### src/rtl/rv32i_pkg.sv
// ============================================================================
// Module  : rv32i_pkg
// Brief   : Shared load/store types for the RV32I data-memory path.
//           LSU_MISALIGN_SPLIT_EN adds the split-access states.
// Revision: 1.0
// ============================================================================
`default_nettype none

package rv32i_pkg;

  localparam int DMEM_LINE_BYTES = 8;

  typedef enum logic [1:0] {
    LSU_BYTE    = 2'b00,
    LSU_HALF    = 2'b01,
    LSU_WORD    = 2'b10,
    LSU_ILLEGAL = 2'b11
  } lsu_size_e;

  typedef enum logic [2:0] {
    IDLE    = 3'd0,
    ACCESS  = 3'd1,
    WRITE   = 3'd2,
    RESP    = 3'd3
`ifdef LSU_MISALIGN_SPLIT_EN
    ,
    ACCESS2 = 3'd4,
    WRITE2  = 3'd5
`endif
  } lsu_state_e;

  function automatic logic [3:0] lsu_nbytes(input lsu_size_e size);
    case (size)
      LSU_BYTE: return 4'd1;
      LSU_HALF: return 4'd2;
      LSU_WORD: return 4'd4;
      default:  return 4'd0;
    endcase
  endfunction

endpackage

`default_nettype wire

### src/rtl/lsu_byte_lane.sv
// ============================================================================
// Module  : lsu_byte_lane
// Brief   : Combinational load extract/extend and store byte merge over a
//           window of one or two memory lines.
// Revision: 1.0
// ============================================================================
`default_nettype none

module lsu_byte_lane
  import rv32i_pkg::*;
#(
  parameter int WIN_BYTES = DMEM_LINE_BYTES
) (
  input  logic [WIN_BYTES*8-1:0] win_i,
  input  logic [2:0]             off_i,
  input  lsu_size_e              size_i,
  input  logic                   unsigned_i,
  input  logic [31:0]            wdata_i,
  output logic [31:0]            ldata_o,
  output logic [WIN_BYTES*8-1:0] merged_o
);

  logic [WIN_BYTES*8-1:0] shifted;

  always_comb begin
    shifted = win_i >> {off_i, 3'b000};
    case (size_i)
      LSU_BYTE: ldata_o = {{24{~unsigned_i & shifted[7]}}, shifted[7:0]};
      LSU_HALF: ldata_o = {{16{~unsigned_i & shifted[15]}}, shifted[15:0]};
      default:  ldata_o = shifted[31:0];
    endcase
  end

  // Bytes outside the access keep the line contents read from memory.
  always_comb begin
    merged_o = win_i;
    for (int i = 0; i < 4; i++) begin
      if ((i < int'(lsu_nbytes(size_i))) && ((int'(off_i) + i) < WIN_BYTES)) begin
        merged_o[(int'(off_i) + i)*8 +: 8] = wdata_i[i*8 +: 8];
      end
    end
  end

endmodule

`default_nettype wire

### src/rtl/dmem_lsu_ctrl.sv
// ============================================================================
// Module  : dmem_lsu_ctrl
// Brief   : RV32I load/store controller for a 64-bit line memory without byte
//           enables. Macro LSU_MISALIGN_SPLIT_EN enables line-crossing splits.
// Revision: 1.0
// ============================================================================
`default_nettype none

module dmem_lsu_ctrl
  import rv32i_pkg::*;
#(
  parameter int MEM_SIZE  = 4096,
  parameter int MEM_WIDTH = $clog2(MEM_SIZE)
) (
  input  logic                 clk,
  input  logic                 aresetn,
  input  logic                 req_valid,
  output logic                 req_ready,
  input  logic                 req_we,
  input  logic [1:0]           req_size,
  input  logic                 req_unsigned,
  input  logic [31:0]          req_addr,
  input  logic [31:0]          req_wdata,
  output logic                 rsp_valid,
  output logic [31:0]          rsp_rdata,
  output logic                 rsp_fault,
  output logic [MEM_WIDTH-1:0] mem_rd_addr,
  input  logic [63:0]          mem_rd_data,
  output logic [MEM_WIDTH-1:0] mem_wr_addr,
  output logic [63:0]          mem_wr_data,
  output logic                 mem_wr_en
);

`ifdef LSU_MISALIGN_SPLIT_EN
  localparam int WIN_BYTES = 2*DMEM_LINE_BYTES;
`else
  localparam int WIN_BYTES = DMEM_LINE_BYTES;
`endif
  localparam int WIN_W = WIN_BYTES*8;

  lsu_state_e           state_q, state_d;
  lsu_size_e            size_q, size_d;
  logic                 we_q, we_d, uns_q, uns_d, fault_q, fault_d;
  logic [MEM_WIDTH-1:0] line_q, line_d, rd_addr_q, rd_addr_d, wr_addr_q, wr_addr_d;
  logic [2:0]           off_q, off_d;
  logic [31:0]          wdata_q, wdata_d, rdata_q, rdata_d;
  logic [63:0]          wr_data_q, wr_data_d;

  logic [MEM_WIDTH-1:0] req_line;
  logic                 req_oor, req_fault;
  logic [WIN_W-1:0]     win, merged;
  logic [31:0]          ldata;

  assign req_line = req_addr[MEM_WIDTH+2:3];
  assign req_oor  = (req_addr >> (MEM_WIDTH+3)) != 32'd0;

`ifdef LSU_MISALIGN_SPLIT_EN
  logic        req_cross, cap_cross;
  logic [63:0] lo_q, lo_d, hi_q, hi_d;

  assign req_cross = ({1'b0, req_addr[2:0]} + lsu_nbytes(lsu_size_e'(req_size))) > 4'd8;
  assign cap_cross = ({1'b0, off_q} + lsu_nbytes(size_q)) > 4'd8;
  // A crossing access from the last line would need a line that does not exist.
  assign req_fault = req_oor || (req_size == 2'b11) ||
                     (req_cross && (req_line == MEM_WIDTH'(MEM_SIZE-1)));
  assign win       = (state_q == ACCESS2) ? {mem_rd_data, lo_q} : {64'd0, mem_rd_data};
`else
  assign req_fault = req_oor || (req_size == 2'b11) ||
                     ((req_size == 2'b01) && req_addr[0]) ||
                     ((req_size == 2'b10) && (req_addr[1:0] != 2'b00));
  assign win       = mem_rd_data;
`endif

  lsu_byte_lane #(.WIN_BYTES(WIN_BYTES)) u_lane (
    .win_i      (win),
    .off_i      (off_q),
    .size_i     (size_q),
    .unsigned_i (uns_q),
    .wdata_i    (wdata_q),
    .ldata_o    (ldata),
    .merged_o   (merged)
  );

  always_comb begin
    state_d   = state_q;
    size_d    = size_q;
    we_d      = we_q;
    uns_d     = uns_q;
    fault_d   = fault_q;
    line_d    = line_q;
    off_d     = off_q;
    wdata_d   = wdata_q;
    rdata_d   = rdata_q;
    rd_addr_d = rd_addr_q;
    wr_addr_d = wr_addr_q;
    wr_data_d = wr_data_q;
`ifdef LSU_MISALIGN_SPLIT_EN
    lo_d      = lo_q;
    hi_d      = hi_q;
`endif
    case (state_q)
      IDLE: begin
        if (req_valid) begin
          size_d  = lsu_size_e'(req_size);
          we_d    = req_we;
          uns_d   = req_unsigned;
          line_d  = req_line;
          off_d   = req_addr[2:0];
          wdata_d = req_wdata;
          rdata_d = 32'd0;
          fault_d = req_fault;
          if (req_fault) begin
            state_d = RESP;
          end else begin
            rd_addr_d = req_line;
            state_d   = ACCESS;
          end
        end
      end
      ACCESS: begin
`ifdef LSU_MISALIGN_SPLIT_EN
        if (cap_cross) begin
          lo_d      = mem_rd_data;
          rd_addr_d = line_q + MEM_WIDTH'(1);
          state_d   = ACCESS2;
        end else
`endif
        if (we_q) begin
          wr_addr_d = line_q;
          wr_data_d = merged[63:0];
          state_d   = WRITE;
        end else begin
          rdata_d = ldata;
          state_d = RESP;
        end
      end
`ifdef LSU_MISALIGN_SPLIT_EN
      ACCESS2: begin
        if (we_q) begin
          wr_addr_d = line_q;
          wr_data_d = merged[63:0];
          hi_d      = merged[127:64];
          state_d   = WRITE;
        end else begin
          rdata_d = ldata;
          state_d = RESP;
        end
      end
      WRITE: begin
        if (cap_cross) begin
          wr_addr_d = line_q + MEM_WIDTH'(1);
          wr_data_d = hi_q;
          state_d   = WRITE2;
        end else begin
          state_d = RESP;
        end
      end
      WRITE2: state_d = RESP;
`else
      WRITE: state_d = RESP;
`endif
      RESP:    state_d = IDLE;
      default: state_d = IDLE;
    endcase
  end

  always_ff @(posedge clk or negedge aresetn) begin
    if (!aresetn) begin
      state_q   <= IDLE;
      size_q    <= LSU_BYTE;
      we_q      <= 1'b0;
      uns_q     <= 1'b0;
      fault_q   <= 1'b0;
      line_q    <= '0;
      off_q     <= 3'd0;
      wdata_q   <= 32'd0;
      rdata_q   <= 32'd0;
      rd_addr_q <= '0;
      wr_addr_q <= '0;
      wr_data_q <= 64'd0;
`ifdef LSU_MISALIGN_SPLIT_EN
      lo_q      <= 64'd0;
      hi_q      <= 64'd0;
`endif
    end else begin
      state_q   <= state_d;
      size_q    <= size_d;
      we_q      <= we_d;
      uns_q     <= uns_d;
      fault_q   <= fault_d;
      line_q    <= line_d;
      off_q     <= off_d;
      wdata_q   <= wdata_d;
      rdata_q   <= rdata_d;
      rd_addr_q <= rd_addr_d;
      wr_addr_q <= wr_addr_d;
      wr_data_q <= wr_data_d;
`ifdef LSU_MISALIGN_SPLIT_EN
      lo_q      <= lo_d;
      hi_q      <= hi_d;
`endif
    end
  end

  assign req_ready   = (state_q == IDLE);
  assign rsp_valid   = (state_q == RESP);
  assign rsp_fault   = rsp_valid & fault_q;
  assign rsp_rdata   = rdata_q;
  assign mem_rd_addr = rd_addr_q;
  assign mem_wr_addr = wr_addr_q;
  assign mem_wr_data = wr_data_q;
`ifdef LSU_MISALIGN_SPLIT_EN
  assign mem_wr_en   = (state_q == WRITE) || (state_q == WRITE2);
`else
  assign mem_wr_en   = (state_q == WRITE);
`endif

endmodule

`default_nettype wire

### config.mk
export PLATFORM = sky130hd
export DESIGN_NAME = dmem_lsu_ctrl
export DESIGN_NICKNAME = d
export VERILOG_FILES = /design/src/rtl/rv32i_pkg.sv /design/src/rtl/lsu_byte_lane.sv /design/src/rtl/dmem_lsu_ctrl.sv
export SDC_FILE = /design/constraint.sdc
export NUM_CORES = 1
export LEC_CHECK = 0
export CORE_MARGIN = 2
export CORE_UTILIZATION = 35
export CTS_CLUSTER_DIAMETER = 200
export CTS_CLUSTER_SIZE = 24
export DETAILED_ROUTE_END_ITERATION = 8
export GPL_TIMING_DRIVEN = 0
export PLACE_DENSITY_LB_ADDON = 0.05
export SETUP_SLACK_MARGIN = 0.02
export SYNTH_ARGS = -nofsm -noshare
export SYNTH_HDL_FRONTEND = slang
export SYNTH_SLANG_ARGS = --single-unit
### constraint.sdc
create_clock -name clk -period 11.07 [get_ports clk]
set_input_delay 2.214 -clock clk [delete_from_list [all_inputs] [get_ports clk]]
set_output_delay 2.214 -clock clk [all_outputs]
set_load 0.02 [all_outputs]
# After elaboration in Yosys (flattened, before gate mapping)
# Index checks and enable logic that the tools add are counted.
[op_classes] add_sub_neg=7 multipliers=0 n_div=0 order_cmp=8 n_eq_ne=10 shift=9 n_mux=17 bitwise_logic=5 n_reduce_logical=18
[op_table] op="$bwmux W64" count=4
[op_table] op="$mux W64" count=4
[op_table] op="$shift A8 B33 Y64 const A" count=4
[op_table] op="$shiftx A8 B33 Y64" count=4
[op_table] op="$pmux W32 S2" count=2
[op_table] op="$neg A32 Y33" count=3
[op_table] op="$lt A32 B5 Y1 const B" count=3
[op_table] op="$mux W32" count=2
[op_table] op="$shr A64 B6 Y32" count=1
[op_table] op="$neg A6 Y33" count=1
[op_table] op="$reduce_bool A32 Y1" count=1
[op_table] op="$pmux W3 S3" count=2
[op_table] op="$add A3 B2 Y4 const B" count=2
[op_table] op="$eq A2 B2 Y1 const B" count=3
[op_table] op="$eq A3 B2 Y1 const B" count=2
[op_table] op="$logic_and A1 B1 Y1" count=6
[op_table] op="$lt A1 B3 Y1 const A" count=2
[op_table] op="$lt A2 B3 Y1 const A" count=2
[op_table] op="$reduce_and A3 Y1" count=2
[op_table] op="$add A3 B1 Y4 const B" count=1
[op_table] op="$eq A2 B1 Y1 const B" count=2
[op_table] op="$lt A3 B4 Y1 const B" count=1
[op_table] op="$ne A2 B2 Y1 const B" count=2
[op_table] op="$reduce_and A2 Y1" count=2
[op_table] op="10 further kinds" count=16
[totals] ff_bits=175 latch_bits=0 mem_bits_rw=0 romBits=0 in_bits=135 out_inout_bits=124 mem_count=0

# Longest topological paths before layout
[logic_depth] depth_word=11 depth_mapped=20

# Cells and area by module
# A second synthesis with hierarchy kept.
[hier_totals] cells_unflattened=1254 hier_area_um2=12036.5
[by_module_without_submodules] mod="dmem_lsu_ctrl" instances=1 cells_each=466 area_per_inst_um2=6725.2 seq_area_each_um2=4354.2
[by_module_without_submodules] mod="lsu_byte_lane" instances=1 cells_each=788 area_per_inst_um2=5311.3 seq_area_each_um2=0.0

# Worst setup path before layout
# OpenSTA, ideal clock, no wires.
[synth_timing] path_kind="register -> register" startpoint="register off_q[0]" endpoint="register wr_data_q[37] (netlist: mem_wr_data[37])" arrival_time_ps=4042 slack_ps=6903 stages_incl_launch_ff=21 n_path_buf=10 period_less_slack_ps=4167 cell_sequence="dfrtp_1 buf_6 buf_8 buf_8 buf_6 buf_6 buf_6 inv_1 ha_1 buf_2 nand2b_1 clkbuf_1 nor2_1 ha_1 nor2b_1 clkbuf_1 nand4bb_1 clkbuf_1 or2_2 a21oi_1 nor3_1"
[synth_between] elab_chain_cells=10 word_cells_on_any_way=31 classes_between="add/sub: 7; order compare: 4; shift: 8; mux: 8; reduce/logical: 4"
[synth_lines] element="from (decl)" line_no="dmem_lsu_ctrl.sv:45" text="logic [2:0] off_q, off_d;"
[synth_lines] element="from (signal assigned)" line_no="dmem_lsu_ctrl.sv:175" text="off_q <= 3'd0;"
[synth_lines] element="from (signal assigned)" line_no="dmem_lsu_ctrl.sv:192" text="off_q <= off_d;"
[synth_lines] element="branches (longest 9 deep; another with $neg A32 Y33)"
[synth_lines] element="$mux W64 *" line_no="lsu_byte_lane.sv:38" text="if ((i < int'(lsu_nbytes(size_i))) && ((int'(off_i) + i) < WIN_BYTES)) begin"
[synth_lines] element="to (signal assigned)" line_no="dmem_lsu_ctrl.sv:197" text="wr_data_q <= wr_data_d;"
[synth_lines] element="to (decl)" line_no="dmem_lsu_ctrl.sv:47" text="logic [63:0] wr_data_q, wr_data_d;"
# Every way passes the cells marked *.
# A chain may end at the register's enable or synchronous reset.

# Worst setup path after layout
[layout_timing] startpoint="register off_q[0]" endpoint="register wr_data_q[14] (netlist: mem_wr_data[14])"
# The elaborated chain is that of the path after synthesis.

==> insert_results.sql <==
INSERT INTO impl_metrics (metric_group, metric, value, unit) VALUES
('run_status', 'outcome', 'complete, no violations', ''),
('floorplanning', 'die_w', '188', 'um'),
('layout', 'antenna_cells_inserted', '0', ''),
('power_and_ir_drop', 'power.leakage', '6.14', 'nW'),
('global_route', 'grt_pass1_vias', '12100', ''),
('yosys', 'synthDominantCellAreaShare', '36.7', '%'),
('setup_path', 'arrival', '6250', 'ps'),
('clock_network', 'post-cts-setup-buffer-count', '0', ''),
('global_route', 'grt.met1_usage', '42.1', '%'),
('timing', 'post-route-worst-setup-slack', '5140', 'ps'),
('floorplanning', 'design.die.area', '35400', 'um^2'),
('place', 'dp_cells', '2070', ''),
('clock_network', 'tritoncts_clock_tree', 'built', ''),
('clock_network', 'post_cts_resize_count', '0', ''),
('yosys', 'synth_top_family_by_area', 'simple AND/OR/NAND/NOR gates', ''),
('clock_network', 'h-tree-depth', '4', ''),
('global_route', 'globalRouteMet3Util', '6.82', '%'),
('floorplanning', 'floorplan.io_pins', '259', ''),
('routing', 'drt-total-wl', '55.3', 'mm'),
('yosys', 'post_synth_xor_area_fraction', '0.685', '%'),
('timing', 'rsz_0062_raised_after_global_routing', 'no', ''),
('routing', 'viasPerCell', '5.98', ''),
('power_and_ir_drop', 'power_per_cell_area', '333', 'nW/um^2'),
('timing', 'layout_min_cycle_time', '5930', 'ps'),
('routing', 'dr.pass1.iters', '6', ''),
('layout', 'layout.cells.non_filler', '2100', ''),
('global_route', 'grt_antenna_before_repair', '1', ''),
('timing', 'period_share', '53.6', '%'),
('place', 'preCtsSetupSlack', '5300', 'ps'),
('yosys', 'post_synth_inst_count', '1363', ''),
('floorplanning', 'floorplan.initialDensity', '35.5', '%'),
('routing', 'detail_route.iter0.violations', '1652', ''),
('place', 'place.gp.congestion', '0.983', ''),
('setup_path', 'timing.critical_path.required', '11390', 'ps'),
('setup_path', 'critPathLaunchType', 'flip-flop', ''),
('layout', 'finish.net_count', '1801', ''),
('yosys', 'mappedNetlistArea', '11900', 'um^2'),
('floorplanning', 'num_rows', '67', ''),
('yosys', 'async_reset_ff_share', '100', '%'),
('timing', 'max_slew.worst_pin.slew', '960', 'ps'),
('yosys', 'yosys_register_bits', '174', ''),
('yosys', 'multiplexer_share_of_the_synthesized_area', '12.9', '%'),
('clock_network', 'cts_buffer_depth', '2', ''),
('global_route', 'grt_most_used_layer', 'met2', ''),
('timing', 'slew_headroom', '36.0', '%'),
('hold_path', 'holdPathStages', '2', ''),
('yosys', 'yosys.cell_count.top_type', 'sky130_fd_sc_hd__nand2_1', ''),
('routing', 'drc_errors', '0', ''),
('power_and_ir_drop', 'finalPower', '5.20', 'mW'),
('timing', 'slew_violations', '0', ''),
('routing', 'detail-route-antenna-nets', '0', ''),
('yosys', 'synth_simple_gate_area_share', '23.7', '%'),
('hold_path', 'hold_class', 'flip-flop to flip-flop', ''),
('place', 'buffer_ports.inserted', '258', ''),
('clock_network', 'clock-root-buffer', 'sky130_fd_sc_hd__clkbuf_16', ''),
('floorplanning', 'coreArea', '33400', 'um^2'),
('yosys', 'synth_compound_gate_area_share', '18.2', '%'),
('global_route', 'grt_start_max_net_pins', '112', ''),
('setup_path', 'timing_worst_setup_path_type', 'flip-flop to flip-flop', ''),
('clock_network', 'sinks_on_the_clock_net', '174', ''),
('setup_path', 'r2r.worst_path.cells', '20', ''),
('routing', 'via_count', '12600', ''),
('layout', 'synthesis_to_layout_area_growth', '31.6', '%'),
('yosys', 'synth_adder_area_share', '2.63', '%'),
('timing', 'setup_violations', '0', ''),
('power_and_ir_drop', 'ir_worst_vdd', '0.159', 'mV'),
('job', 'max-cap-violations', '0', ''),
('yosys', 'post-synth-top-area-cell', 'sky130_fd_sc_hd__dfrtp_1', ''),
('clock_network', 'cts_hold_buffers', '0', ''),
('yosys', 'synth_area_leaders', 'sky130_fd_sc_hd__dfrtp_1, sky130_fd_sc_hd__nand2_1, sky130_fd_sc_hd__mux2_2', ''),
('yosys', 'post_synth.cell_area_avg', '8.71', 'um^2');
-- worst max-delay path, cell delays in order (launching register included) --
cell	delay [ps]
sky130_fd_sc_hd__dfrtp_1	500
sky130_fd_sc_hd__buf_6	200
sky130_fd_sc_hd__buf_8	160
sky130_fd_sc_hd__buf_8	150
sky130_fd_sc_hd__buf_6	190
sky130_fd_sc_hd__buf_6	200
sky130_fd_sc_hd__buf_6	180
sky130_fd_sc_hd__inv_1	130
sky130_fd_sc_hd__ha_1	470
sky130_fd_sc_hd__buf_2	340
sky130_fd_sc_hd__nand2b_1	280
sky130_fd_sc_hd__clkbuf_1	570
sky130_fd_sc_hd__nor2_1	120
sky130_fd_sc_hd__ha_1	450
sky130_fd_sc_hd__nor2b_1	160
sky130_fd_sc_hd__clkbuf_1	320
sky130_fd_sc_hd__and3_1	240
sky130_fd_sc_hd__clkbuf_1	360
sky130_fd_sc_hd__nand2_1	100
sky130_fd_sc_hd__a311oi_1	520
sky130_fd_sc_hd__nor3_1	120
-- cells in the final DEF, fill, tap and decap left out, types with 4 or more instances in the layout --
cell | synthesis | routed
sky130_fd_sc_hd__or3_1 | 8 | 8
sky130_fd_sc_hd__nand4_1 | 15 | 15
sky130_fd_sc_hd__a211oi_1 | 44 | 44
sky130_fd_sc_hd__o22ai_1 | 34 | 34
sky130_fd_sc_hd__buf_1 | 9 | 9
sky130_fd_sc_hd__and3_1 | 8 | 8
sky130_fd_sc_hd__buf_6 | 13 | 13
sky130_fd_sc_hd__or2_2 | 8 | 8
sky130_fd_sc_hd__o211ai_1 | 4 | 4
sky130_fd_sc_hd__clkbuf_16 | 0 | 17
sky130_fd_sc_hd__nand2b_1 | 9 | 9
sky130_fd_sc_hd__a21oi_1 | 34 | 34
sky130_fd_sc_hd__nor3_1 | 30 | 30
sky130_fd_sc_hd__o21ai_1 | 19 | 19
sky130_fd_sc_hd__mux2_2 | 69 | 69
sky130_fd_sc_hd__o21ai_0 | 93 | 93
sky130_fd_sc_hd__nand2_1 | 210 | 210
sky130_fd_sc_hd__mux4_2 | 15 | 15
sky130_fd_sc_hd__nor3_2 | 4 | 4
sky130_fd_sc_hd__clkdlybuf4s50_1 | 0 | 257
sky130_fd_sc_hd__dfrtp_1 | 174 | 174
sky130_fd_sc_hd__nor2_1 | 90 | 90
sky130_fd_sc_hd__a311oi_1 | 30 | 30
sky130_fd_sc_hd__nor4_1 | 6 | 6
sky130_fd_sc_hd__and2_1 | 5 | 5
sky130_fd_sc_hd__a211o_1 | 9 | 9
sky130_fd_sc_hd__nor2b_1 | 12 | 12
sky130_fd_sc_hd__clkbuf_1 | 64 | 65
sky130_fd_sc_hd__buf_2 | 15 | 15
sky130_fd_sc_hd__ha_1 | 25 | 25
sky130_fd_sc_hd__mux2i_1 | 42 | 42
sky130_fd_sc_hd__nand3_1 | 135 | 135
sky130_fd_sc_hd__a22oi_1 | 10 | 10
sky130_fd_sc_hd__o31ai_1 | 4 | 4
sky130_fd_sc_hd__a32oi_1 | 4 | 4
sky130_fd_sc_hd__a31oi_1 | 20 | 20
sky130_fd_sc_hd__inv_1 | 16 | 16
-- state kept, by name (all words and copies together), names as in the netlist --
signal / cells
fault_q: 1
line_q: 12
mem_rd_addr: 12
mem_wr_addr: 12
mem_wr_data: 64
off_q: 3
rsp_rdata: 32
size_q: 2
state_q: 2
uns_q: 1
wdata_q: 32
we_q: 1
-- kinds of logic after synthesis --
family,Yosys count
AOI/OAI and AO/OA,330
xor gates and xnor gates,6
adders and majority gates,25
buffers and inverters,125
DFF,174
muxes,126
and+or+nand+nor,577
-- worst paths after layout --
check | startpoint | endpoint | slack [ps]
min in group asynchronous | aresetn | rsp_rdata[17]$_DFFE_PN0P_ | 1670
setup / recovery | off_q[0]$_DFFE_PN0P_ | mem_wr_data[14]$_DFFE_PN0P_ | 5140
max in group asynchronous | aresetn | wdata_q[19]$_DFFE_PN0P_ | 8400
setup reg to reg | off_q[0]$_DFFE_PN0P_ | mem_wr_data[14]$_DFFE_PN0P_ | 5140
hold / removal | line_q[7]$_DFFE_PN0P_ | mem_wr_addr[7]$_DFFE_PN0P_ | 460
hold reg to reg | line_q[7]$_DFFE_PN0P_ | mem_wr_addr[7]$_DFFE_PN0P_ | 460
-- final cells by class --
cell class              count  area, um^2  area share (%)
clock inverters            11         134           0.857
well taps                 448         561            3.59
multi-input cells        1064        6900            44.2
plain buffers             108         556            3.56
inverters                  17        63.8           0.408
flip-flops and latches    174        4350            27.9
repair buffers            259        2620            16.7
clock buffers              19         443            2.83
-- layer usage --
metal | routed length [um] | part of all wire [%] | vias to the layer above
li1 | - | - | 5592
met1 | 23800 | 43 | 6210
met2 | 24900 | 45 | 630
met3 | 4640 | 8.4 | 118
met4 | 2010 | 3.6 | 0
met5 | 0 | 0 | -
-- where the power goes --
part / switching (mW) / internal [mW] / leakage, nW
sequential: 0.307 / 0.923 / 2.10
combinational: 2.13 / 1.23 / 3.76
clock: 0.278 / 0.339 / 0.274
total: 2.71 / 2.49 / 6.14
Note: power is estimated with default switching activity, not from simulation.
